[config.mk]
export PLATFORM = sky130hd
export DESIGN_NAME = nfc_way_arbiter
export DESIGN_NICKNAME = d
export VERILOG_FILES = /design/src/rtl/nfc_arb_pkg.sv /design/src/rtl/nfc_rr_pick.sv /design/src/rtl/nfc_way_arbiter.sv
export SDC_FILE = /design/constraint.sdc
export NUM_CORES = 1
export LEC_CHECK = 0
export ABC_AREA = 1
export CAP_MARGIN = 10
export CELL_PAD_IN_SITES_DETAIL_PLACEMENT = 0
export CELL_PAD_IN_SITES_GLOBAL_PLACEMENT = 1
export CORE_MARGIN = 10
export CORE_UTILIZATION = 34
export CTS_CLUSTER_SIZE = 12
export DETAILED_ROUTE_END_ITERATION = 8
export PLACE_DENSITY = 0.91
export SYNTH_ARGS = -nofsm -noshare
export SYNTH_HDL_FRONTEND = slang
export SYNTH_SLANG_ARGS = --single-unit
[constraint.sdc]
create_clock -name iSystemClock -period 2.3 [get_ports iSystemClock]
set_input_delay 0.23 -clock iSystemClock [delete_from_list [all_inputs] [get_ports iSystemClock]]
set_output_delay 0.23 -clock iSystemClock [all_outputs]
set_load 0.02 [all_outputs]
[src/rtl/nfc_arb_pkg.sv]
// nfc_arb_pkg: shared state encoding, index width helper and CE phase mapping
package nfc_arb_pkg;
  typedef enum logic [1:0] {ST_IDLE = 2'd0, ST_GRANT = 2'd1, ST_GUARD = 2'd2} arb_state_e;
  function automatic int idx_width(input int n);
    return (n > 1) ? $clog2(n) : 1;
  endfunction
  function automatic logic [1:0] ce_phase(input logic g);
    return {2{~g}};
  endfunction
endpackage

[src/rtl/nfc_rr_pick.sv]
// nfc_rr_pick: combinational round-robin pick starting after last_idx
module nfc_rr_pick #(
  parameter int N = 4,
  parameter int IW = 2
) (
  input  logic [N-1:0]  eligible,
  input  logic [IW-1:0] last_idx,
  output logic [N-1:0]  onehot,
  output logic [IW-1:0] idx
);
  logic [IW-1:0] c;
  always_comb begin
    onehot = '0;
    idx = '0;
    c = '0;
    for (int k = N; k >= 1; k--) begin
      c = IW'((int'(last_idx) + k) % N);
      if (eligible[c]) begin
        onehot = '0;
        onehot[c] = 1'b1;
        idx = c;
      end
    end
  end
endmodule

[src/rtl/nfc_way_arbiter.sv]
// nfc_way_arbiter: round-robin DQ bus arbiter across NAND ways with guard gap and hold watchdog
module nfc_way_arbiter
  import nfc_arb_pkg::*;
#(
  parameter int NumberOfWays = 4,
  parameter int GuardCycles = 2,
  parameter int MaxHoldCycles = 0
) (
  input  logic                                  iSystemClock,
  input  logic                                  iReset,
  input  logic [NumberOfWays-1:0]               iReadyBusy,
  input  logic [NumberOfWays-1:0]               iWayRequest,
  input  logic [NumberOfWays-1:0]               iWayIgnoreRB,
  input  logic [NumberOfWays-1:0]               iWayRelease,
  output logic [NumberOfWays-1:0]               oWayGrant,
  output logic                                  oGrantValid,
  output logic [idx_width(NumberOfWays)-1:0]    oGrantIndex,
  output logic [2*NumberOfWays-1:0]             oPHY_ChipEnable,
  output logic                                  oTimeout
);
  localparam int IW = idx_width(NumberOfWays);
  localparam int HW = idx_width(MaxHoldCycles);
  localparam int GW = idx_width(GuardCycles);
  arb_state_e state_q, state_d;
  logic [NumberOfWays-1:0] grant_q, grant_d, eligible, pick_oh;
  logic [IW-1:0] index_q, index_d, last_q, last_d, pick_idx;
  logic [HW-1:0] hold_q, hold_d;
  logic [GW-1:0] guard_q, guard_d;
  logic timeout_q, timeout_d, release_hit, expire, start;
  logic [2*NumberOfWays-1:0] ce_q, ce_d;
  assign eligible = iWayRequest & (iReadyBusy | iWayIgnoreRB);
  nfc_rr_pick #(.N(NumberOfWays), .IW(IW)) u_pick (
    .eligible(eligible),
    .last_idx(last_q),
    .onehot(pick_oh),
    .idx(pick_idx)
  );
  always_comb begin
    release_hit = |(iWayRelease & grant_q);
    expire = (MaxHoldCycles > 0) && (hold_q == HW'(MaxHoldCycles - 1));
    start = (state_q == ST_IDLE) || (state_q == ST_GUARD && guard_q == GW'(GuardCycles - 1));
    state_d = state_q;
    grant_d = grant_q;
    index_d = index_q;
    last_d = last_q;
    hold_d = hold_q;
    guard_d = guard_q;
    timeout_d = 1'b0;
    if (start) begin
      state_d = ST_IDLE;
      guard_d = '0;
      if (|eligible) begin
        state_d = ST_GRANT;
        grant_d = pick_oh;
        index_d = pick_idx;
        last_d = pick_idx;
        hold_d = '0;
      end
    end else if (state_q == ST_GUARD) begin
      guard_d = guard_q + 1'b1;
    end else if (state_q == ST_GRANT) begin
      if (release_hit || expire) begin
        grant_d = '0;
        timeout_d = !release_hit;
        state_d = (GuardCycles > 0) ? ST_GUARD : ST_IDLE;
        guard_d = '0;
      end else begin
        hold_d = hold_q + 1'b1;
      end
    end else begin
      state_d = ST_IDLE;
      grant_d = '0;
    end
  end
  for (genvar i = 0; i < NumberOfWays; i++) begin : g_ce
    assign ce_d[2*i +: 2] = ce_phase(grant_d[i]);
  end
  always_ff @(posedge iSystemClock) begin
    if (iReset) begin
      state_q <= ST_IDLE;
      grant_q <= '0;
      index_q <= '0;
      last_q <= IW'(NumberOfWays - 1);
      hold_q <= '0;
      guard_q <= '0;
      timeout_q <= 1'b0;
      ce_q <= '1;
    end else begin
      state_q <= state_d;
      grant_q <= grant_d;
      index_q <= index_d;
      last_q <= last_d;
      hold_q <= hold_d;
      guard_q <= guard_d;
      timeout_q <= timeout_d;
      ce_q <= ce_d;
    end
  end
  assign oWayGrant = grant_q;
  assign oGrantValid = |grant_q;
  assign oGrantIndex = index_q;
  assign oPHY_ChipEnable = ce_q;
  assign oTimeout = timeout_q;
endmodule

==> flow_summary.yaml, run 1 <==
layout:
  num-nets-final: 261
  fin_area_mm2: 0.00174
  fin_util_pct: 46.9
  fin_cells: 277
  final_common_cell: "nand2_1"
  synthToLayoutAreaGrowth_pct: 31.1
  drive_gt1_share_pct: 20.5
  antenna_cells: 0
  fillCellCount: 393
  final_cell_mix: "nand2_1 (55), clkdlybuf4s50_1 (33), inv_1 (19), nand2_2 (16), dfxtp_1 (16)"
place:
  placed_area_mm2: 0.00170
  globalplace.congestion: 0.806
  dp_hpwl_mm: 2.56
  port_buffers: 33
  dp_cells: 274
detailed_routing:
  met1_length_mm: 1.38
  drc: 0
  ant_nets: 0
  dr_wl_met2_mm: 1.32
  via_count: 1268
  met3WireLength_um: 241
  wl_per_cell_um: 10.8
  first_pass_iters: 4
  top_layer_used: "met4"
  detail_route.vias_per_cell: 4.58
  drt_iter0_drc: 59
  wirelength_mm: 2.99
critical_path:
  crit_path_max_incr_delay_ns: 0.55
  cp_cell_sequence: "or4_1 > clkdlybuf4s50_1"
  r2r_start: "last_q[0]"
  crit_fanout: 5
  rr_endpoint: "oPHY_ChipEnable[5]"
  crit_type: "flop to primary output"
  worst_setup_path_start_kind: "flop"
  r2r_slack_ns: 0.52
  cp.arrival_ns: 1.66
  cpMaxStageDelayCell: "clkdlybuf4s50_1"
  rr_worst_depth: 11
  crit_required_ns: 2.07
  crit_path_end_kind: "primary output"
clock_network:
  clock-root-buffer: "clkbuf_8"
  clockBufferDepth: 2
  cts_tree: "yes"
  post_cts_buffers: 0
  cts_resized: 0
  path_clk_slew_ns: 0.06
  htree_num_levels: 1
  cts.sinks: 16
  clock_latency_ns: 0.24
  cts_buffers: 3
  holdBufCountCts: 0
timing:
  fin_skew_ns: 0.00615
  setup_tns_ns: 0
  hold_slack_ns: 0.474
  fmax_mhz: 528
  final_max_slew_viol_count: 0
  rsz0062_at_grt: "false"
  period_needed_ns: 1.89
  setup_viol: 0
  finalHoldViolations: 0
  period_share_pct: 82.3
synth:
  yosysWarnings: 0
  synth.distinct_cells: 26
  yosys_register_bits: 16
  seq_area_frac_synth_pct: 24.1
  syn_nets: 225
  syn-instance-count: 195
  syn_avg_cell_area_um2: 6.81
  synth_area_mm2: 0.00133
power_and_ir_drop:
  vdd_drop_max_mv: 0.406
  p_leak_uw: 0.000853
  power_density_mw_per_mm2: 1380
grt:
  grt_pass1_vias: 1176
  grt.overflow.total: 0
  antenna_found_initial: 0
  grt_util_all_layers_pct: 8.88
  grt_max_degree: 11
  grt_pass1_wl_mm: 4.95
die:
  fp.dieArea_mm2: 0.00681
  die_height_um: 82.5
  rows: 22
  core_area_mm2: 0.00372
  start_util_pct: 35.8
  io_pins: 34
  die_w_um: 82.5
run_status:
  outcome: "complete, no violations"
run:
  drv_cap: 0
worst_hold_path:
  hp-class: "flop to flop"
  hold_end: "oGrantIndex[1]"
  hold_depth: 2
  holdCritStartpoint: "oGrantIndex[1]"
## cells by family (layout without fill, tap and decap cells)
| logic type | after synthesis | count (layout) | synth area share (%) |
|---|---|---|---|
| flip-flops | 16 | 16 | 24.1 |
| other | 1 | 1 | 0.282 |
| AND/OR/NAND/NOR | 112 | 112 | 43.4 |
| adder cells (fa/ha/maj) | 12 | 12 | 11.3 |
| AO/OA/AOI/OAI | 21 | 21 | 9.70 |
| buffers and inverters | 33 | 67 | 11.2 |
## routing by layer
metal | vias up | GRT usage, %
li1 | 682 | -
met1 | 538 | 10.3
met2 | 44 | 15.8
met3 | 4 | 2.16
met4 | 0 | 2.51
met5 | - | 0
## where the power goes
group | internal (uW) | switching, uW
Sequential | 388 | 78.9
Combinational | 692 | 1050
Clock | 116 | 82.7
Total | 1200 | 1220
## layout make-up
| cell class | instances | area (um2) | share of cell area [%] |
|---|---|---|---|
| Clock buffer | 3 | 41.3 | 2.37 |
| Inverter | 28 | 108 | 6.18 |
| Multi-Input combinational cell | 146 | 860 | 49.4 |
| Sequential cell | 16 | 320 | 18.4 |
| Tap cell | 48 | 60.1 | 3.45 |
| Timing Repair Buffer | 36 | 353 | 20.3 |
## worst max path at each step
| stage | to | slack, ns | depth (start not counted) |
|---|---|---|---|
| floorplan | oPHY_ChipEnable[5] | 0.43 | 11 |
| global placement | oPHY_ChipEnable[5] | 0.47 | 13 |
| detailed placement | oPHY_ChipEnable[5] | 0.44 | 13 |
| CTS | oGrantValid | 0.40 | 2 |
| global route | oPHY_ChipEnable[5] | 0.32 | 11 |
| finish | oGrantValid | 0.41 | 2 |
## through the flow
stage               setup slack (ns)  power (uW)
floorplan                      0.433        1720
global placement               0.473        2240
detailed placement             0.436        2240
CTS                            0.397        2440
global route                   0.324        2640
finish                         0.408        2410
## worst max-delay path: cells and delay by family (launching register included)
family / cells / cell delay, ns
simple gates: 1 / 0.53
flops: 1 / 0.35
buf+inv: 1 / 0.55
## cells in the mapped netlist, drive strengths merged
cell / count / area (um2)
a21oi: 14 / 85.1
a311oi: 1 / 8.76
and2: 1 / 6.26
buf: 5 / 41.3
clkinv: 2 / 7.51
conb: 1 / 3.75
dfxtp: 16 / 320
ha: 12 / 150
inv: 26 / 100
nand2: 73 / 329
nand3: 22 / 160
nor2: 9 / 43.8
nor3: 6 / 30.0
o211ai: 2 / 15.0
o21ai: 4 / 20.0
or4: 1 / 7.51
Note: power is estimated with default switching activity, not from simulation.
==> run 2, diff against run 1 <==
==> constraint.sdc (replaced) <==
create_clock -name iSystemClock -period 1.8 [get_ports iSystemClock]
set_input_delay 0.18 -clock iSystemClock [delete_from_list [all_inputs] [get_ports iSystemClock]]
set_output_delay 0.18 -clock iSystemClock [all_outputs]
set_load 0.02 [all_outputs]
==> flow_summary.yaml, run 2 (same netlist as run 1, synthesis figures left out) <==
critical_path:
  r2r_slack_ns: 0.19
  crit_required_ns: 1.62
  cpMaxStageDelayCell: "or4_1"
  r2r_start: "state_q[0]"
  cp_cell_sequence: "or4_1 > dlygate4sd2_1"
  cp.arrival_ns: 1.43
  worst_setup_path_start_kind: "flop"
  crit_path_max_incr_delay_ns: 0.51
  crit_type: "flop to primary output"
  crit_fanout: 5
  crit_path_end_kind: "primary output"
detailed_routing:
  detail_route.vias_per_cell: 4.52
  ant_nets: 0
  drc: 0
  first_pass_iters: 4
  via_count: 1269
  wl_per_cell_um: 10.7
  wirelength_mm: 2.99
  drt_iter0_drc: 57
power_and_ir_drop:
  power_density_mw_per_mm2: 1770
  vdd_drop_max_mv: 0.497
  p_leak_uw: 0.000874
clock_network:
  cts_buffers: 3
  holdBufCountCts: 0
  clock_latency_ns: 0.25
  cts.sinks: 16
  htree_num_levels: 1
  clockBufferDepth: 2
  path_clk_slew_ns: 0.06
  post_cts_buffers: 0
  clock-root-buffer: "clkbuf_8"
  cts_tree: "yes"
layout:
  final_cell_mix: "nand2_1 (55), clkdlybuf4s50_1 (32), inv_1 (19), nand2_2 (16), dfxtp_1 (14)"
  multiInputGateArea_um2: 862
  fin_util_pct: 47.9
  num-nets-final: 264
  antenna_cells: 0
  final_common_cell: "nand2_1"
  synthToLayoutAreaGrowth_pct: 34.1
  fillCellCount: 387
  regArea_um2: 323
  drive_gt1_share_pct: 23.2
  fin_area_mm2: 0.00178
grt:
  grt_pass1_wl_mm: 5.16
  grt_util_all_layers_pct: 9.34
  grt_max_degree: 10
  gr-usage-met3_pct: 2.27
  antenna_found_initial: 0
  grt_pass1_vias: 1220
  grtUsageMet2_pct: 16.1
  use_met1_pct: 11.1
  grt-busiest-layer: "met2"
  grt.overflow.total: 0
timing:
  rsz0062_at_grt: "false"
  fin_skew_ns: 0.00792
  final_max_slew_viol_count: 0
  period_needed_ns: 1.61
  setup_viol: 0
  hold_slack_ns: 0.470
  period_share_pct: 89.4
  setup_tns_ns: 0
  finalHoldViolations: 0
  fmax_mhz: 622
worst_hold_path:
  hp-class: "flop to flop"
  holdCritStartpoint: "oGrantIndex[1]"
die:
  start_util_pct: 35.8
  fp.dieArea_mm2: 0.00681
  io_pins: 34
  die_w_um: 82.5
  core_area_mm2: 0.00372
  rows: 22
  die_height_um: 82.5
place:
  dp_hpwl_mm: 2.55
  globalplace.congestion: 0.873
  port_buffers: 33
  placed_area_mm2: 0.00173
run:
  drv_cap: 0
run_status:
  outcome: "complete, no violations"
## run 2: power by group
part,internal (uW),switching (uW),total [uW]
logic,909,1340,2250
clock network,194,116,309
registers,500,99.5,599
total,1600,1550,3150
## run 2: stage by stage
stage / std cells / setup slack (ns) / total power, uW
final: 281 / 0.191 / 3150
after floorplan: 195 / 0.0638 / 2200
after detailed placement: 277 / 0.0465 / 2890
after global placement: 277 / 0.0713 / 2880
after CTS: 281 / 0.147 / 3200
after global routing: 281 / 0.00922 / 3500
## run 2: layout make-up
cell class | instances | share of cell area (%)
multi-input combinational | 146 | 48.4
timing repair buffer | 39 | 21.0
sequential | 16 | 18.1
inverter | 28 | 6.04
tap | 48 | 3.37
clock buffer | 4 | 3.09
## run 2: critical path: cells and delay by family, from the launching register on
kind | cells | cell delay (ns)
DFF | 1 | 0.34
buffers and inverters | 1 | 0.34
and+or+nand+nor | 1 | 0.51
## run 2: per-layer routing
layer	vias to the layer above	part of all wire [%]
li1	688	-
met1	548	46
met2	31	45
met3	2	7.4
met4	0	1.3
met5	-	0
## run 2: worst paths after layout
| path | endpoint | depth (start not counted) |
|---|---|---|
| worst max-delay path | oGrantValid | 2 |
| worst max register to register | oGrantIndex[1] | 9 |
| worst min-delay path | oGrantIndex[1] | 2 |
| worst min register to register | oGrantIndex[1] | 2 |
## run 2: what timing repair did
action / 4_1_cts / 5_1_grt
resized for setup: 1 / 1
pin swaps: 0 / 0
setup endpoints to repair: 1 / 3
gates cloned: 0 / 0
==> run 3, diff against run 2 <==
--- a/config.mk
+++ b/config.mk
@@ -7,13 +7,12 @@
 export LEC_CHECK = 0
 export ABC_AREA = 1
 export CAP_MARGIN = 10
-export CELL_PAD_IN_SITES_DETAIL_PLACEMENT = 0
-export CELL_PAD_IN_SITES_GLOBAL_PLACEMENT = 1
 export CORE_MARGIN = 10
-export CORE_UTILIZATION = 34
+export CORE_UTILIZATION = 35
 export CTS_CLUSTER_SIZE = 12
 export DETAILED_ROUTE_END_ITERATION = 8
-export PLACE_DENSITY = 0.91
+export PLACE_DENSITY = 0.71
 export SYNTH_ARGS = -nofsm -noshare
 export SYNTH_HDL_FRONTEND = slang
 export SYNTH_SLANG_ARGS = --single-unit
+export TNS_END_PERCENT = 100
==> flow_summary.yaml, run 3 (same netlist as run 1, synthesis figures left out) <==
die:
  core_area_mm2: 0.00366
  start_util_pct: 36.3
  rows: 22
  die_w_um: 81.6
  fp.dieArea_mm2: 0.00666
  die_height_um: 81.6
  io_pins: 34
grt:
  grt_pass1_wl_mm: 5.09
  grt_pass1_vias: 1234
  grt.overflow.total: 0
  grt_max_degree: 10
  grt_util_all_layers_pct: 9.23
  antenna_found_initial: 0
clock_network:
  cts_tree: "yes"
  path_clk_slew_ns: 0.06
  clockBufferDepth: 2
  htree_num_levels: 1
  holdBufCountCts: 0
  cts.sinks: 16
  clock_latency_ns: 0.25
  clock-root-buffer: "clkbuf_8"
  cts_buffers: 3
place:
  port_buffers: 33
  dp_hpwl_mm: 2.64
  placed_area_mm2: 0.00174
  place_ws_ns: 0.0794
  globalplace.congestion: 0.845
layout:
  synthToLayoutAreaGrowth_pct: 35.2
  final_common_cell: "nand2_1"
  fin_area_mm2: 0.00180
  antenna_cells: 0
  final_cell_mix: "nand2_1 (55), clkdlybuf4s50_1 (32), inv_1 (19), nand2_2 (16), dfxtp_1 (14)"
  num-nets-final: 266
  fillCellCount: 374
  drive_gt1_share_pct: 23.8
detailed_routing:
  ant_nets: 0
  met1_length_mm: 1.35
  met3WireLength_um: 183
  wirelength_mm: 3.05
  via_count: 1282
  top_layer_used: "met4"
  drt_iter0_drc: 47
  wl_per_cell_um: 10.8
  detail_route.vias_per_cell: 4.53
  dr_wl_met2_mm: 1.49
  drc: 0
  first_pass_iters: 4
timing:
  period_needed_ns: 1.63
  final_max_slew_viol_count: 0
  setup_viol: 0
  worst_slack_ns: 0.173
  finalHoldViolations: 0
  rsz0062_at_grt: "false"
  fin_skew_ns: 0.00451
  setup_tns_ns: 0
  period_share_pct: 90.4
  fmax_mhz: 615
critical_path:
  crit_fanout: 6
  cp.arrival_ns: 1.76
  cpMaxStageDelayCell: "ha_2"
  crit_top_cell: "nand2_1"
  cp_cell_sequence: "inv_1 > ha_2 > inv_1 > nand3_2 > nand2_1 > nor2_2 > nand2_1 > nand3_1 > nand2_1 > nand2_1 > nand2_1"
  worst_setup_path_start_kind: "flop"
  crit_path_end_kind: "flop"
  crit_path_max_incr_delay_ns: 0.40
  crit_type: "flop to flop"
  crit_required_ns: 1.93
run:
  drv_cap: 0
power_and_ir_drop:
  p_leak_uw: 0.000884
  vdd_drop_max_mv: 0.890
  power_density_mw_per_mm2: 1780
run_status:
  outcome: "complete, no violations"
worst_hold_path:
  hp-class: "flop to flop"
-- run 3: worst max-delay path: cells and delay by family (launching register included) --
kind | cells | cell delay [ns]
buffers and inverters | 2 | 0.15
AND/OR/NAND/NOR | 8 | 0.64
flip-flops | 1 | 0.32
adder cells (fa/ha/maj) | 1 | 0.40
-- run 3: final timing paths --
check        depth (start not counted)            from  slack [ns]                  to
max                                 11       last_q[1]        0.17  oPHY_ChipEnable[5]
min                                  2  oGrantIndex[1]        0.48      oGrantIndex[1]
max reg2reg                         11       last_q[1]        0.17  oPHY_ChipEnable[5]
min reg2reg                          2  oGrantIndex[1]        0.48      oGrantIndex[1]
-- run 3: where the power goes --
group	internal, uW	switching [uW]	total [uW]
combinational	932	1360	2300
clock	194	115	309
sequential	500	93.4	593
total	1630	1570	3200
-- run 3: final cells by class --
type / instances / area [um2] / share of cell area [%]
Multi-Input combinational cell: 146 / 862 / 48.0
Sequential cell: 16 / 323 / 18.0
Timing Repair Buffer: 41 / 389 / 21.7
Tap cell: 48 / 60.1 / 3.34
Inverter: 28 / 108 / 5.99
Clock buffer: 4 / 55.1 / 3.06
-- run 3: routing by layer --
metal | global-route usage [%] | vias up
li1 | - | 692
met1 | 10.2 | 561
met2 | 17.3 | 27
met3 | 2.29 | 2
met4 | 2.04 | 0
met5 | 0 | -
-- run 3: stage by stage --
step	util [%]	cells	hold WS (ns)	total power, uW
after floorplan	-	195	0.363	2200
after global placement	47.5	279	0.475	2900
after detailed placement	47.5	279	0.467	2930
after CTS	49.0	283	0.486	3230
after global routing	49.1	283	0.507	3510
final	49.1	283	0.480	3200
-- run 3: repair_timing --
action                                  in CTS  in global routing
setup buffers                                0                  0
resized for setup                            1                  1
endpoints found under the setup margin       1                  2
gates cloned                                 0                  0
